--- src/rtl/pipe_perf_counter.sv ---
// Pipeline performance counters: cycles, stalls, flushes and retirements counted
// while the CPU runs, with saturating counters, a snapshot bank and a run-length limit.
module pipe_perf_counter #(
  parameter int CNT_W      = 32,
  parameter int MAX_CYCLES = 30
) (
  input  logic             clk_i,
  input  logic             rst_i,
  input  logic             start_i,
  input  logic             clear_i,
  input  logic             hazard_i,
  input  logic             jump_i,
  input  logic             branch_i,
  input  logic             flush_i,
  input  logic             retire_i,
  input  logic             snap_req_i,
  output logic [CNT_W-1:0] cycle_cnt_o,
  output logic [CNT_W-1:0] stall_cnt_o,
  output logic [CNT_W-1:0] flush_cnt_o,
  output logic [CNT_W-1:0] retire_cnt_o,
  output logic [CNT_W-1:0] snap_cycle_o,
  output logic [CNT_W-1:0] snap_stall_o,
  output logic [CNT_W-1:0] snap_flush_o,
  output logic [CNT_W-1:0] snap_retire_o,
  output logic             snap_valid_o,
  output logic             running_o,
  output logic             done_o
);

  typedef enum logic [1:0] {S_IDLE, S_RUN, S_DONE} state_t;

  localparam logic [CNT_W-1:0] LAST_CYCLE = CNT_W'(MAX_CYCLES - 1);

  state_t           state_q;
  logic [CNT_W-1:0] cycle_q, cycle_d;
  logic [CNT_W-1:0] stall_q, stall_d;
  logic [CNT_W-1:0] flush_q, flush_d;
  logic [CNT_W-1:0] retire_q, retire_d;
  logic [CNT_W-1:0] snap_cycle_q, snap_stall_q, snap_flush_q, snap_retire_q;
  logic             snap_valid_q;
  logic             count_en;
  logic             hit_max;

  function automatic logic [CNT_W-1:0] sat_inc(input logic [CNT_W-1:0] v, input logic en);
    if (en && (v != {CNT_W{1'b1}})) return v + 1'b1;
    return v;
  endfunction

  // The edge that takes IDLE into RUN is already a counted edge, so a resumed
  // run continues from the held value on the first edge with start_i high.
  assign count_en = start_i && (state_q != S_DONE);
  assign hit_max  = count_en && (MAX_CYCLES != 0) && (cycle_q == LAST_CYCLE);

  always_comb begin
    cycle_d  = sat_inc(cycle_q, count_en);
    stall_d  = sat_inc(stall_q, count_en && hazard_i && !jump_i && !branch_i);
    flush_d  = sat_inc(flush_q, count_en && flush_i);
    retire_d = sat_inc(retire_q, count_en && retire_i);
  end

  always_ff @(posedge clk_i) begin
    if (rst_i || clear_i) begin
      state_q       <= S_IDLE;
      cycle_q       <= '0;
      stall_q       <= '0;
      flush_q       <= '0;
      retire_q      <= '0;
      snap_cycle_q  <= '0;
      snap_stall_q  <= '0;
      snap_flush_q  <= '0;
      snap_retire_q <= '0;
      snap_valid_q  <= 1'b0;
    end else begin
      case (state_q)
        S_IDLE:  if (start_i) state_q <= hit_max ? S_DONE : S_RUN;
        S_RUN:   if (!start_i) state_q <= S_IDLE;
                 else if (hit_max) state_q <= S_DONE;
        S_DONE:  state_q <= S_DONE;
        default: state_q <= S_IDLE;
      endcase
      cycle_q      <= cycle_d;
      stall_q      <= stall_d;
      flush_q      <= flush_d;
      retire_q     <= retire_d;
      snap_valid_q <= snap_req_i;
      // Snapshot captures the pre-increment values of this edge.
      if (snap_req_i) begin
        snap_cycle_q  <= cycle_q;
        snap_stall_q  <= stall_q;
        snap_flush_q  <= flush_q;
        snap_retire_q <= retire_q;
      end
    end
  end

  assign cycle_cnt_o   = cycle_q;
  assign stall_cnt_o   = stall_q;
  assign flush_cnt_o   = flush_q;
  assign retire_cnt_o  = retire_q;
  assign snap_cycle_o  = snap_cycle_q;
  assign snap_stall_o  = snap_stall_q;
  assign snap_flush_o  = snap_flush_q;
  assign snap_retire_o = snap_retire_q;
  assign snap_valid_o  = snap_valid_q;
  assign running_o     = (state_q == S_RUN);
  assign done_o        = (state_q == S_DONE);

endmodule

--- config.mk ---
export PLATFORM = sky130hd
export DESIGN_NAME = pipe_perf_counter
export DESIGN_NICKNAME = d
export VERILOG_FILES = /design/src/rtl/pipe_perf_counter.sv
export SDC_FILE = /design/constraint.sdc
export NUM_CORES = 1
export LEC_CHECK = 0
export BUFFER_PORTS_ARGS = -buffer_cell sky130_fd_sc_hd__buf_2
export CORE_ASPECT_RATIO = 2
export CORE_UTILIZATION = 40
export DETAILED_ROUTE_END_ITERATION = 10
export GPL_TIMING_DRIVEN = 0
export PLACE_DENSITY_LB_ADDON = 0.05
export SETUP_SLACK_MARGIN = 0.2
export SKIP_LAST_GASP = 1
export SLEW_MARGIN = 5
export SYNTH_ARGS = -nofsm -noshare
export SYNTH_HDL_FRONTEND = slang
export SYNTH_SLANG_ARGS = --single-unit
--- constraint.sdc ---
create_clock -name clk_i -period 6.25 [get_ports clk_i]
set_input_delay 0.9375 -clock clk_i [delete_from_list [all_inputs] [get_ports clk_i]]
set_output_delay 0.9375 -clock clk_i [all_outputs]
set_load 0.03 [all_outputs]
==> results of run 1 <==
[report_power, final]
group	switching, mW	internal (mW)	leakage, nW
Combinational	0.0868	0.0349	3.12
Sequential	0.00297	1.65	2.09
Clock	0.658	0.869	0.402
Total	0.748	2.56	5.61
[worst register-to-register path: cells and delay by family (launching register included)]
kind | cells | cell delay, ns
compound gates | 2 | 0.27
simple gates | 3 | 1.36
flops | 1 | 0.51
buf+inv | 3 | 0.86
[final timing paths]
path / to / slack (ns) / from / depth (start not counted)
max: cycle_cnt_o[9]$_SDFFE_PP0P_ / 3.18 / cycle_cnt_o[16]$_SDFFE_PP0P_ / 8
min: snap_retire_o[25]$_SDFFE_PP0P_ / 0.48 / snap_retire_o[25]$_SDFFE_PP0P_ / 2
max reg2reg: cycle_cnt_o[9]$_SDFFE_PP0P_ / 3.18 / cycle_cnt_o[16]$_SDFFE_PP0P_ / 8
min reg2reg: snap_retire_o[25]$_SDFFE_PP0P_ / 0.48 / snap_retire_o[25]$_SDFFE_PP0P_ / 2
[layout make-up]
| cell class | count | area, um^2 |
|---|---|---|
| Inverter | 23 | 86.33 |
| Fill cell | 2810 | 13700 |
| Buffer | 75 | 304.0 |
| Clock buffer | 33 | 695.7 |
| Tap cell | 352 | 440.4 |
| Timing Repair Buffer | 267 | 1336 |
| Multi-Input combinational cell | 887 | 5572 |
| Clock inverter | 12 | 122.6 |
| Sequential cell | 259 | 5185 |
[flip-flops by register name, indices dropped and copies added (netlist names), 32 cells and up]
signal / count
snap_stall_o: 32
snap_flush_o: 32
retire_cnt_o: 32
snap_retire_o: 32
flush_cnt_o: 32
cycle_cnt_o: 32
snap_cycle_o: 32
stall_cnt_o: 32
[cell families (layout without fill, tap and decap cells)]
group | after synthesis | in the layout | share of synthesized area
flip-flops | 259 | 259 | 0.4651
AND/OR/NAND/NOR | 522 | 522 | 0.2450
multiplexers | 143 | 143 | 0.1284
buffers and inverters | 98 | 410 | 0.03502
AO/OA/AOI/OAI | 207 | 207 | 0.1129
XOR/XNOR | 10 | 10 | 0.007858
adder cells (fa/ha/maj) | 5 | 5 | 0.005612
[stage by stage]
stage	utilization	std cells
floorplan	-	1244
global placement	0.4710	1863
detailed placement	0.4710	1863
CTS	0.5008	1908
global route	0.5008	1908
finish	0.5008	1908
[routing by layer]
layer	vias up	wire [um]	GRT usage
met5	-	0	0
met4	0	1080	0.09242
met3	55	1510	0.03394
met2	262	19230	0.4633
met1	5056	13580	0.2625
li1	5158	-	-
[cells in the final DEF (no fill, tap or decap), types with 34 or more instances in the layout]
cell type  synthesis  routed
mux2i_1          143     143
nand4_1           45      45
o31ai_1           34      34
clkbuf_1          52      56
or3_1             68      68
a21oi_1           83      83
dfxtp_1          259     259
or4_1             38      38
nand3_1           44      44
buf_2              8     275
nor2_1           164     164
nand2_1           73      73
o21ai_0           47      47
==> qor.yml, run 1 <==
status:
  status: "finished clean"
timing:
  finalSetupViolations: 0
  fin_crit_ns: 3.067
  fin_ws_ns: 3.183
  fin_crit_sh: 0.4907
  final_max_slew_viol_count: 0
  hold_slack_ns: 0.4841
  fin_tns_setup_ns: 0
  relSlewSlack: 0.2623
  finalHoldViolCount: 0
  fmax_mhz: 326.1
  worstMarginPinSlew_ns: 1.107
  fin_skew_ns: 0.005941
  grt_setup_unrepaired: "false"
yosys:
  synth_area_leaders: "dfxtp_1 (47%), mux2i_1 (13%), nor2_1 (5.5%), or3_1 (3.8%), a21oi_1 (3.7%)"
  synth_nets: 1259
  synth_common_cells: "dfxtp_1 (259), nor2_1 (164), mux2i_1 (143)"
  yosys.cell_types.count: 55
  ys_warn_count: 0
  yosysMostFrequentCell: "dfxtp_1"
  ys_ff_latch: 259
  synth-edff-count: 0
  ys_async_sr_fraction: 0
  synthesis.area_um2: 11150
  synth_top_cell_by_area: "dfxtp_1"
  seq_area_frac_synth: 0.4651
  syn_inst: 1244
  ys.flop_type: "dfxtp_1"
  syn_avg_cell_area_um2: 8.961
  synth_top_area_share: 0.4651
global_route:
  grt_pass1_vias: 9933
  grt_pass1_wl_um: 54630
  grt_max_degree: 16
  overflow: 0
  grt_usage: 0.2423
  antenna_found_initial: 0
clock_network:
  path_clk_slew_ns: 0.07
  clk_latency_ns: 0.53
  postCtsSetupBuffers: 0
  clockRootBuffer: "clkbuf_16"
  clockBufferDepth: 3
  cts_tree: "yes"
  clock_sinks: 259
  h-tree-depth: 1
  numCtsBuffers: 25
  post_cts_resized: 0
  hold_buffers: 0
detailed_routing:
  drtAntennaViolNets: 0
  drc: 0
  vias_per_cell: 5.519
  firstDrtPassIters: 5
  drt-initial-drc-count: 469
  dr_total_vias: 10530
  drt-total-wl_um: 35400
  routedWlPerCell_um: 18.56
critical_path:
  slowest_stage: "nor3_1"
  cp_cell_sequence: "nand4_1 -> nor3_1 -> and4_1 -> clkbuf_1 -> buf_2 -> buf_2 -> o21ai_0 -> a21oi_1"
  cp_max_fo: 10
  cp.arrival_ns: 3.52
  path_buf_inv: 3
  cp_slowest_stage_delay_ns: 0.76
  critPathTopFamily: "simple AND/OR/NAND/NOR gates"
  end_kind: "register"
  critPathKind: "reg2reg"
  required_ns: 6.70
  crit_top_cell: "buf_2"
  cp-start-kind: "register"
floorplanning:
  rows: 86
  initial_core_util: 0.4062
  pin_count: 269
  die-area_um2: 28580
  die_y_um: 238.1
  die_x_um: 120.0
  core-area_um2: 27440
power:
  vdd.ir_drop.worst_v: 0.0002194
  finalPower_mw: 3.303
  p_leak_nw: 5.611
  powerDensity_nw_per_um2: 240.4
worst_hold_path:
  hold_path.class: "reg2reg"
place:
  preCtsSetupSlack_ns: 2.799
  numPortBuffers: 267
  dpl_cell_area_um2: 12920
  gp_congestion: 0.8179
  dp_hpwl_um: 26390
flow_run:
  drv_cap: 0
cells_and_area:
  stdcell_area_um2: 13740
  layout-drive-gt1-share: 0.2159
  antenna_cells: 0
  area_growth_pct: 23.28
  nets: 1553
(Power assumes the default switching activity.)
==> run 2, diff against run 1 <==
==> constraint.sdc (replaced) <==
create_clock -name clk_i -period 2.68 [get_ports clk_i]
set_input_delay 0.402 -clock clk_i [delete_from_list [all_inputs] [get_ports clk_i]]
set_output_delay 0.402 -clock clk_i [all_outputs]
set_load 0.03 [all_outputs]
==> run 2 against run 1 <==
Net effect:
- die area is the same
- critical endpoint is now retire_cnt_o[8]$_SDFFE_PP0P_
- global-route usage shrank 0.19 points
- first-iteration DRC count is 8.1% higher
- sequential power up 130%
- cell count increased by 0.84%
- largest cell class unchanged
- fmax is 29% higher
- critical path type unchanged
- clock power is 120% higher
==> qor.yml, run 2 (synthesis results as in run 1) <==
cells_and_area:
  layout_common_cells: "buf_2 (271), dfxtp_1 (226), nor2_1 (162)"  # was buf_2 (275), dfxtp_1 (259), nor2_1 (164)
  final_common_cell: "buf_2"  # unchanged
  nets: 1574  # was 1,553
  antenna_cells: 0  # unchanged
  layout-drive-gt1-share: 0.2602  # was 0.2159
  area_growth_pct: 26.59  # was 23.28%
global_route:
  antenna_found_initial: 0  # unchanged
  overflow: 0  # unchanged
  grt_usage: 0.2404  # was 0.2423
  grt_max_degree: 15  # was 16
  grt_pass1_vias: 9753  # was 9,933
  grt_pass1_wl_um: 54080  # was 54,630 um
power:
  p_leak_nw: 5.808  # was 5.611 nW
  powerDensity_nw_per_um2: 528.3  # was 240.4 nW/um^2
  finalPower_mw: 7.454  # was 3.303 mW
  vdd.ir_drop.worst_v: 0.0004422  # was 0.0002194 V
clock_network:
  clock_sinks: 259  # unchanged
  cts_tree: "yes"  # unchanged
  clockRootBuffer: "clkbuf_16"  # unchanged
  hold_buffers: 0  # unchanged
  h-tree-depth: 1  # unchanged
  clockBufferDepth: 3  # unchanged
  clk_latency_ns: 0.53  # about the same
  path_clk_slew_ns: 0.06  # was 0.07 ns
  numCtsBuffers: 24  # was 25
timing:
  fmax_mhz: 420.3  # was 326.1 MHz
  worstMarginPinSlew_ns: 1.132  # was 1.107 ns
  fin_tns_setup_ns: 0  # unchanged
  fin_crit_ns: 2.379  # was 3.067 ns
  hold_slack_ns: 0.3368  # was 0.4841 ns
  grt_setup_unrepaired: "true"  # was false
  fin_skew_ns: 0.01519  # was 0.005941 ns
  fin_crit_sh: 0.8877  # was 0.4907
  finalSetupViolations: 0  # unchanged
  fin_ws_ns: 0.3010  # was 3.183 ns
  relSlewSlack: 0.2453  # was 0.2623
  final_max_slew_viol_count: 0  # unchanged
  finalHoldViolCount: 0  # unchanged
floorplanning:
  core-area_um2: 27440  # unchanged
  die-area_um2: 28580  # unchanged
  die_x_um: 120.0  # unchanged
  rows: 86  # unchanged
  die_y_um: 238.1  # unchanged
  pin_count: 269  # unchanged
  initial_core_util: 0.4062  # unchanged
critical_path:
  cp_cell_sequence: "nand2b_4 -> nand3_1 -> or3_1 -> clkbuf_1 -> or4_2 -> a21oi_1"  # was nand4_1 -> nor3_1 -> and4_1 -> clkbuf_1 -> buf_2 -> buf_2 -> o21ai_0 -> a21oi_1
  path_buf_inv: 1  # was 3
  critPathTopFamily: "simple AND/OR/NAND/NOR gates"  # unchanged
  critPathKind: "reg2reg"  # unchanged
  cp_max_fo: 10  # unchanged
  cp_slowest_stage_delay_ns: 0.64  # was 0.76 ns
  cp-start-kind: "register"  # unchanged
  slowest_stage: "or4_2"  # was nor3_1
  required_ns: 3.13  # was 6.70 ns
  cp.arrival_ns: 2.83  # was 3.52 ns
  end_kind: "register"  # unchanged
detailed_routing:
  dr_wl_met3_um: 1341  # was 1510 um
  drt-initial-drc-count: 507  # was 469
  drtAntennaViolNets: 0  # unchanged
  dr_total_vias: 10560  # was 10,530
  vias_per_cell: 5.490  # was 5.519
  drc: 0  # unchanged
  top_layer_used: "met4"  # unchanged
  routedWlPerCell_um: 18.44  # was 18.56 um
  met1_length_um: 13960  # was 13,580 um
  firstDrtPassIters: 5  # unchanged
  dr_wl_met2_um: 18990  # was 19,230 um
  drt-total-wl_um: 35480  # was 35,400 um
place:
  preCtsSetupSlack_ns: -0.2409  # was 2.799 ns
  numPortBuffers: 267  # unchanged
  gp_congestion: 0.8172  # was 0.8179
  dp_hpwl_um: 26090  # was 26,390 um
worst_hold_path:
  hold_path.class: "in2reg"  # was reg2reg
status:
  status: "finished clean"  # unchanged
flow_run:
  drv_cap: 0  # unchanged
==> run 2: cell types whose count changed in the layout (fill, tap and decap cells not counted), moves of 6 or more <==
cell,change
dfxtp_2,+27
nor3_1,-6
nor3_4,+6
dfxtp_4,+6
buf_4,+22
dfxtp_1,-33
clkbuf_1,-7
clkbuf_2,+8
==> run 2: timing repair <==
action                                  4_1_cts  5_1_grt
pin swaps                                     4       12
setup buffers                                 7       15
endpoints found under the setup margin       93       81
gates resized for setup                      36       52
cloned                                        0        0
endpoints found under the hold margin         0        0
==> run 2: path summary, 6_finish.rpt <==
check	start	to	slack (ns)	cells past startpoint
worst min-delay path	rst_i	retire_cnt_o[2]$_SDFFE_PP0P_	0.34	4
worst max register to register	state_q[0]$_SDFFE_PP0P_	retire_cnt_o[8]$_SDFFE_PP0P_	0.30	6
worst min register to register	snap_retire_o[29]$_SDFFE_PP0P_	snap_retire_o[29]$_SDFFE_PP0P_	0.49	2
worst max-delay path	state_q[0]$_SDFFE_PP0P_	retire_cnt_o[8]$_SDFFE_PP0P_	0.30	6
==> run 2: cell type report <==
cell class	count	area, um^2
buffer	75	327.8
clock buffer	37	730.7
clock inverter	2	10.01
fill	2721	13330
inverter	23	90.09
multi-input combinational	887	5757
sequential	259	5241
tap	352	440.4
timing repair buffer	289	1514
==> run 2: power breakdown <==
group	switching (mW)	internal, mW	leakage, nW	total (mW)
logic	0.204	0.0821	3.34	0.286
registers	0.00731	3.85	2.10	3.86
clock network	1.45	1.86	0.366	3.31
==> run 2: per-layer routing <==
metal,vias to the layer above,GRT usage
li1,5190,-
met1,5032,0.2659
met2,274,0.4547
met3,66,0.02725
met4,0,0.09848
met5,-,0
==> run 2: per-stage QoR <==
stage / util / std cells / instance area [um^2]
after floorplan: - / 1244 / 11150
after global placement: 0.4712 / 1863 / 12930
after detailed placement: 0.4712 / 1863 / 12930
after CTS: 0.5060 / 1909 / 13880
after global routing: 0.5143 / 1924 / 14110
final: 0.5143 / 1924 / 14110
==> run 2: worst min-delay path, stage by stage <==
cell,delay (ns)
buf_2,0.08
or2_2,0.16
or4_1,0.13
nand2_1,0.05
